$ cat src/rtl/regfile_dump.sv
// regfile_dump: read-side dump engine for the 32x32 CPU register file.
// Walks a wrapping index range [first_idx..last_idx] through one asynchronous
// register-file read port. Each {index, value} pair leaves over a
// valid/ready handshake, and done pulses once after the last word.
// Optional build macro REGFILE_DUMP_NZ_EN: words whose captured value is zero
// are skipped and never presented on the output.
//
// state | meaning
// IDLE  | waiting for start; rf_ra parked at 0
// LOAD  | reading rf[ptr] to capture the first word of a (re)started run
// SEND  | word presented; rf_ra looks ahead to ptr+1 for back-to-back capture
// FIN   | one-cycle done pulse, then back to IDLE
module regfile_dump #(
  parameter int AW = 5,
  parameter int DW = 32
) (
  input  logic          clk,
  input  logic          rst_n,
  input  logic          start,
  input  logic [AW-1:0] first_idx,
  input  logic [AW-1:0] last_idx,
  output logic          busy,
  output logic          done,
  output logic [AW-1:0] rf_ra,
  input  logic [DW-1:0] rf_rd,
  output logic          out_valid,
  input  logic          out_ready,
  output logic [AW-1:0] out_idx,
  output logic [DW-1:0] out_data
);

  typedef enum logic [1:0] {IDLE, LOAD, SEND, FIN} state_t;

  state_t        state;
  logic [AW-1:0] ptr;
  logic [AW-1:0] last;
  logic [AW-1:0] ptr_nxt;

  assign ptr_nxt = ptr + AW'(1);

  // Read address and status decode straight from registered state.
  always_comb begin
    rf_ra = '0;
    case (state)
      LOAD:    rf_ra = ptr;
      SEND:    rf_ra = ptr_nxt;
      default: rf_ra = '0;
    endcase
  end

  assign busy = (state != IDLE);
  assign done = (state == FIN);

  // Dump sequencer: range latch, word capture and handshake tracking.
  always_ff @(posedge clk) begin
    if (!rst_n) begin
      state     <= IDLE;
      ptr       <= '0;
      last      <= '0;
      out_valid <= 1'b0;
      out_idx   <= '0;
      out_data  <= '0;
    end else begin
      case (state)
        IDLE: begin
          if (start) begin
            ptr   <= first_idx;
            last  <= last_idx;
            state <= LOAD;
          end
        end
        LOAD: begin
`ifdef REGFILE_DUMP_NZ_EN
          if (rf_rd == '0) begin
            if (ptr == last) state <= FIN;
            else             ptr   <= ptr_nxt;
          end else begin
            out_data  <= rf_rd;
            out_idx   <= ptr;
            out_valid <= 1'b1;
            state     <= SEND;
          end
`else
          out_data  <= rf_rd;
          out_idx   <= ptr;
          out_valid <= 1'b1;
          state     <= SEND;
`endif
        end
        SEND: begin
          if (out_valid && out_ready) begin
            if (ptr == last) begin
              out_valid <= 1'b0;
              state     <= FIN;
            end else begin
`ifdef REGFILE_DUMP_NZ_EN
              if (rf_rd == '0) begin
                // ptr+1 is already known to be zero, so resume the walk past it.
                out_valid <= 1'b0;
                if (ptr_nxt == last) begin
                  state <= FIN;
                end else begin
                  ptr   <= ptr_nxt + AW'(1);
                  state <= LOAD;
                end
              end else begin
                ptr      <= ptr_nxt;
                out_data <= rf_rd;
                out_idx  <= ptr_nxt;
              end
`else
              ptr      <= ptr_nxt;
              out_data <= rf_rd;
              out_idx  <= ptr_nxt;
`endif
            end
          end
        end
        FIN: begin
          state <= IDLE;
        end
        default: begin
          state     <= IDLE;
          out_valid <= 1'b0;
        end
      endcase
    end
  end

endmodule
$ cat config.mk
export PLATFORM = sky130hd
export DESIGN_NAME = regfile_dump
export DESIGN_NICKNAME = d
export VERILOG_FILES = /design/src/rtl/regfile_dump.sv
export SDC_FILE = /design/constraint.sdc
export NUM_CORES = 1
export LEC_CHECK = 0
export ABC_AREA = 1
export CAP_MARGIN = 20
export CORE_MARGIN = 8
export CORE_UTILIZATION = 41
export DETAILED_ROUTE_END_ITERATION = 8
export GPL_ROUTABILITY_DRIVEN = 0
export HOLD_SLACK_MARGIN = 0.15
export PLACE_DENSITY = 0.75
export SYNTH_ARGS = -nofsm -noshare
export SYNTH_HDL_FRONTEND = slang
export SYNTH_SLANG_ARGS = --single-unit
$ cat constraint.sdc
create_clock -name clk -period 1.5 [get_ports clk]
set_input_delay 0.225 -clock clk [delete_from_list [all_inputs] [get_ports clk]]
set_output_delay 0.225 -clock clk [all_outputs]
set_load 0.05 [all_outputs]
# --- After elaboration in Yosys (flattened, before gate mapping) ---
# Index checks and enable logic that the tools add are counted.
word_totals:
  regBits: 50
  in_bits: 46
  output_inout_bits: 45
  elab_cells: 41
classes:
  n_addsub: 1
  eq_ne: 8
  n_mux: 16
  n_reduce_logical: 10
ops:
  columns: ["cell", "n"]
  rows:
  - ["$mux W32", 2]
  - ["$pmux W32 S2", 1]
  - ["$pmux W5 S2", 3]
  - ["$mux W5", 3]
  - ["$reduce_and A3 Y1", 3]
  - ["$ne A2 B2 Y1 const B", 4]
  - ["$pmux W2 S4", 1]
  - ["$mux W2", 3]
  - ["$reduce_bool A2 Y1", 3]
  - ["$add A5 B1 Y5 const B", 1]
  - ["$eq A5 B5 Y1", 1]
  - ["$eq A2 B2 Y1 const B", 2]
  - ["$reduce_and A4 Y1", 1]
  - ["$eq A2 B1 Y1 const B", 1]
  - ["$logic_not A2 Y1", 1]
  - ["$mux W1", 2]
  - ["$pmux W1 S2", 1]
  - ["$reduce_and A2 Y1", 1]
  - ["$logic_and A1 B1 Y1", 1]

# --- Longest topological paths before layout ---
# Gate-level depths: netlist (run 1).
depth:
  word_depth: 4
  mapped_depth: 10
  ltp_nobuf: 9

# --- Worst setup path before layout (run 1) ---
# No wires, ideal clock.
synth_timing:
  kind: "register to output"
  start: "register state[0]"
  end: "output rf_ra[2]"
  t_arrival_ps: 1959
  required_time_ps: 1275
  path_slack_ps: -684
  path_stages_with_launch: 8
  path_buffers: 1
  cell_sequence: "dfxtp_1 -> inv_1 -> ha_1 -> inv_1 -> buf_4 -> nor3_1 -> inv_1 -> a21oi_1"
synth_between:
  elab_chain_cells: 2
  elab_cells_between_ends: 3
  cone_classes: "eq/ne (2); mux (1)"
synth_rtl:
  columns: ["item", "line", "source"]
  rows:
  - ["from (decl)", "34", "state_t state;"]
  - ["from (signal assigned)", "57", "state <= IDLE;"]
  - ["from (signal assigned)", "69", "state <= LOAD;"]
  - ["from (signal assigned)", "87", "state <= SEND;"]
  - ["$eq A2 B2 Y1 / $eq A2 B1 Y1 (equally long branches)", "44", "case (state)"]
  - ["$pmux W5 S2 (*)", "44", null]
  - ["to (decl)", "24", "output logic [AW-1:0] rf_ra,"]
# Mark *: on every way between the ends. The rest lies on a longest branch, timed or not.

# --- Worst setup path after layout (run 1) ---
layout_timing:
  start: "register ptr[1]"
  end: "output rf_ra[2]"
layout_between:
  elab_chain_cells: 2
layout_rtl:
  columns: ["item", "line", "source"]
  rows:
  - ["from (decl)", "35", "logic [AW-1:0] ptr;"]
  - ["from (signal assigned)", "67", "ptr <= first_idx;"]
  - ["from (signal assigned)", "112", "ptr <= ptr_nxt;"]
  - ["$add A5 B1 Y5", "39", "assign ptr_nxt = ptr + AW'(1);"]
  - ["$pmux W5 S2", "44", null]
# No other way between the ends.

==> flow_metrics.py, run 1 <==
metrics = {
    "status": {
        "status": "finished, violations left",
        "violations": "setup timing",
    },
    "yosys": {
        "yosysSeqAreaShare_pct": 38.9,
        "yosys.area_share.simple_pct": 37.0,
        "synth_mux_area_share_pct": 0,
        "synth_top_area_share_pct": 38.9,
        "syn_area_per_cell_um2": 6.72,
        "synth_largest_area_cell": "dfxtp_1",
        "ys_types": 26,
        "yosysWarningCount": 0,
        "synthXorXnorAreaFrac_pct": 0.340,
        "syn-cell-area_um2": 2570,
        "yosys-top-cells-area": "dfxtp_1, nor2_1, nand2_1",
        "ys_seq_elements": 50,
        "synth_top_family_by_area": "simple AND/OR/NAND/NOR gates",
        "synthCells": 383,
        "synth_fa_ha_area_share_pct": 2.43,
        "synth_compound_area_share_pct": 6.27,
        "synth_fp_nets": 434,
    },
    "cts": {
        "clk_latency_ns": 0.30,
        "tritoncts": "built",
        "numCtsBuffers": 5,
        "clk_transition_reported_paths_ns": 0.10,
        "clock_path_buffers": 2,
        "hold_buffers": 0,
        "htree_levels": 2,
        "cts-root-buf": "clkbuf_8",
        "cts.sinks": 50,
    },
    "timing": {
        "finalMaxSlewViolations": 0,
        "worst_slew_pin_slew_ns": 0.337,
        "finalSetupViolCount": 48,
        "fmax_ghz": 0.559,
        "hold_viol_final": 0,
        "min_period_over_period_pct": 119,
        "finalWorstSetupSlack_ns": -0.288,
        "finalCriticalPeriod_ns": 1.79,
        "final.setup_skew_ns": 0.00591,
        "fin_hold_ws_ns": 0.476,
        "max-slew-margin-rel_pct": 77.3,
        "rsz0062_at_grt": "yes",
    },
    "drt": {
        "vias_per_cell": 4.87,
        "drc": 0,
        "first_pass_iters": 4,
        "routed-via-count": 2850,
        "wl_um": 9030,
        "final_antenna_net_count": 0,
        "initialDrtViolationCount": 114,
        "wl_per_cell_um": 15.4,
    },
    "final_layout": {
        "final_core_util_pct": 73.8,
        "fin_cells": 585,
        "final_area_um2": 4580,
        "area_growth_syn_to_layout_pct": 78.1,
        "diodes": 0,
        "nNetsFinal": 558,
        "drive_gt1_share_pct": 39.4,
    },
    "place": {
        "dp_hpwl_um": 5390,
        "placed_area_um2": 3760,
        "post-place-ws_ns": -0.120,
        "dp_cells": 558,
        "portBuffers": 90,
    },
    "global_routing": {
        "antenna_found_initial": 0,
        "grt_use_total_pct": 16.5,
        "grt_max_degree": 47,
        "grt_first_pass_wirelength_um": 12200,
        "grt_pass1_vias": 2614,
        "overflow": 0,
    },
    "die": {
        "start_util_pct": 41.5,
        "row_count": 29,
        "die-area_um2": 9060,
        "die_h_um": 95.2,
        "fp.dieW_um": 95.2,
        "ios": 91,
        "core_um2": 6200,
    },
    "worst_setup_path": {
        "cp_data_arrival_time_ns": 1.56,
        "worstPathMaxFanout": 3,
        "crit_type": "register to output pin",
        "endpoint_kind": "output pin",
        "crit_path_start_kind": "register",
        "cp.required_ns": 1.27,
    },
    "run": {
        "maxCapViolCount": 0,
    },
    "worst_hold_path": {
        "hold_class": "register to register",
    },
    "power": {
        "worst_ir_drop_vdd_uv": 1990,
        "p_leak_nw": 2.05,
        "p_per_area_nw_per_um2": 2520,
    },
}
==> state kept, by name, indices dropped and copies added (netlist names) <==
register and count:
out_data 32, last 5, out_idx 5, ptr 5, state 2, out_valid 1
==> what timing repair did <==
| item | 4_1_cts | 5_1_grt |
|---|---|---|
| gates resized for setup | 46 | 97 |
| buffers inserted | 9 | 6 |
| pin swaps | 17 | 33 |
| setup endpoints to repair | 46 | 51 |
| gates cloned | 0 | 6 |
==> synth_stat cells, drive strengths merged <==
master	number
nor2	88
nand2	80
inv	59
dfxtp	50
nand3	49
a21oi	17
o21ai	13
buf	12
clkbuf	5
ha	5
nand4	2
a21boi	1
nor3	1
xnor2	1
==> logic make-up after synthesis <==
group | after synthesis
compound gates | 31
flops | 50
simple gates | 220
buf+inv | 76
fa+ha+maj | 5
xor+xnor | 1
==> area by class of cell <==
cell class / count / area (um2)
well taps: 77 / 96.3
multi-input cells: 257 / 1700
clock inverters: 3 / 23.8
fillers: 455 / 1620
inverters: 59 / 240
repair buffers: 134 / 1440
flip-flops and latches: 50 / 1010
clock buffers: 5 / 68.8
==> path summary, 6_finish.rpt <==
check | end | startpoint | slack (ns) | depth (start not counted)
max | rf_ra[2] | ptr[1] | -0.29 | 7
min | last[3] | last[3] | 0.48 | 2
max reg2reg | out_data[31] | ptr[0] | -0.22 | 12
min reg2reg | last[3] | last[3] | 0.48 | 2
==> stage by stage <==
stage / total power [mW] / setup TNS, ns
CTS: 10.1 / -8.95
global route: 12.3 / -12.43
detailed placement: 8.74 / -1.25
floorplan: 6.67 / -0.508
finish: 11.6 / -9.08
global placement: 8.61 / -0.389
==> cell usage in the layout (no fill, tap or decap), drive strengths merged, types with 2 or more instances in the layout <==
| cell type | count |
|---|---|
| a21oi | 17 |
| nand4 | 2 |
| nand2 | 80 |
| ha | 5 |
| o21ai | 13 |
| dfxtp | 50 |
| buf | 84 |
| inv | 59 |
| clkdlybuf4s50 | 45 |
| nand3 | 49 |
| clkinvlp | 3 |
| clkbuf | 10 |
| nor2 | 88 |
==> report_power, final <==
part | switching [mW] | leakage [nW] | internal, mW | total (mW)
logic | 5.06 | 1.60 | 3.35 | 8.42
clock network | 0.491 | 0.0408 | 0.335 | 0.826
registers | 0.402 | 0.414 | 1.91 | 2.31
==> critical path, cell delays in order, from the launching register on <==
cell and delay (ns):
dfxtp_4 0.37, ha_4 0.17, nand2_4 0.08, inv_4 0.04, nor3_4 0.22, inv_2 0.08
a21oi_4 0.15, buf_12 0.15
==> layer usage <==
layer	track usage [%]	vias to the layer above	wire (um)
li1	-	1426	-
met1	19.9	1312	3470
met2	28.1	97	4710
met3	4.88	15	708
met4	4.42	0	132
met5	0	-	0
No activity file was read; power rests on OpenSTA's default activity.
==> run 2, diff against run 1 <==
Settings changed: ABC_CLOCK_PERIOD_IN_PS from default to 1500, HOLD_SLACK_MARGIN 0.15 to 0.06, SLEW_MARGIN from default to 20.
==> results of run 2 <==
Final layout, timing and power as in run 1 (identical DEF).
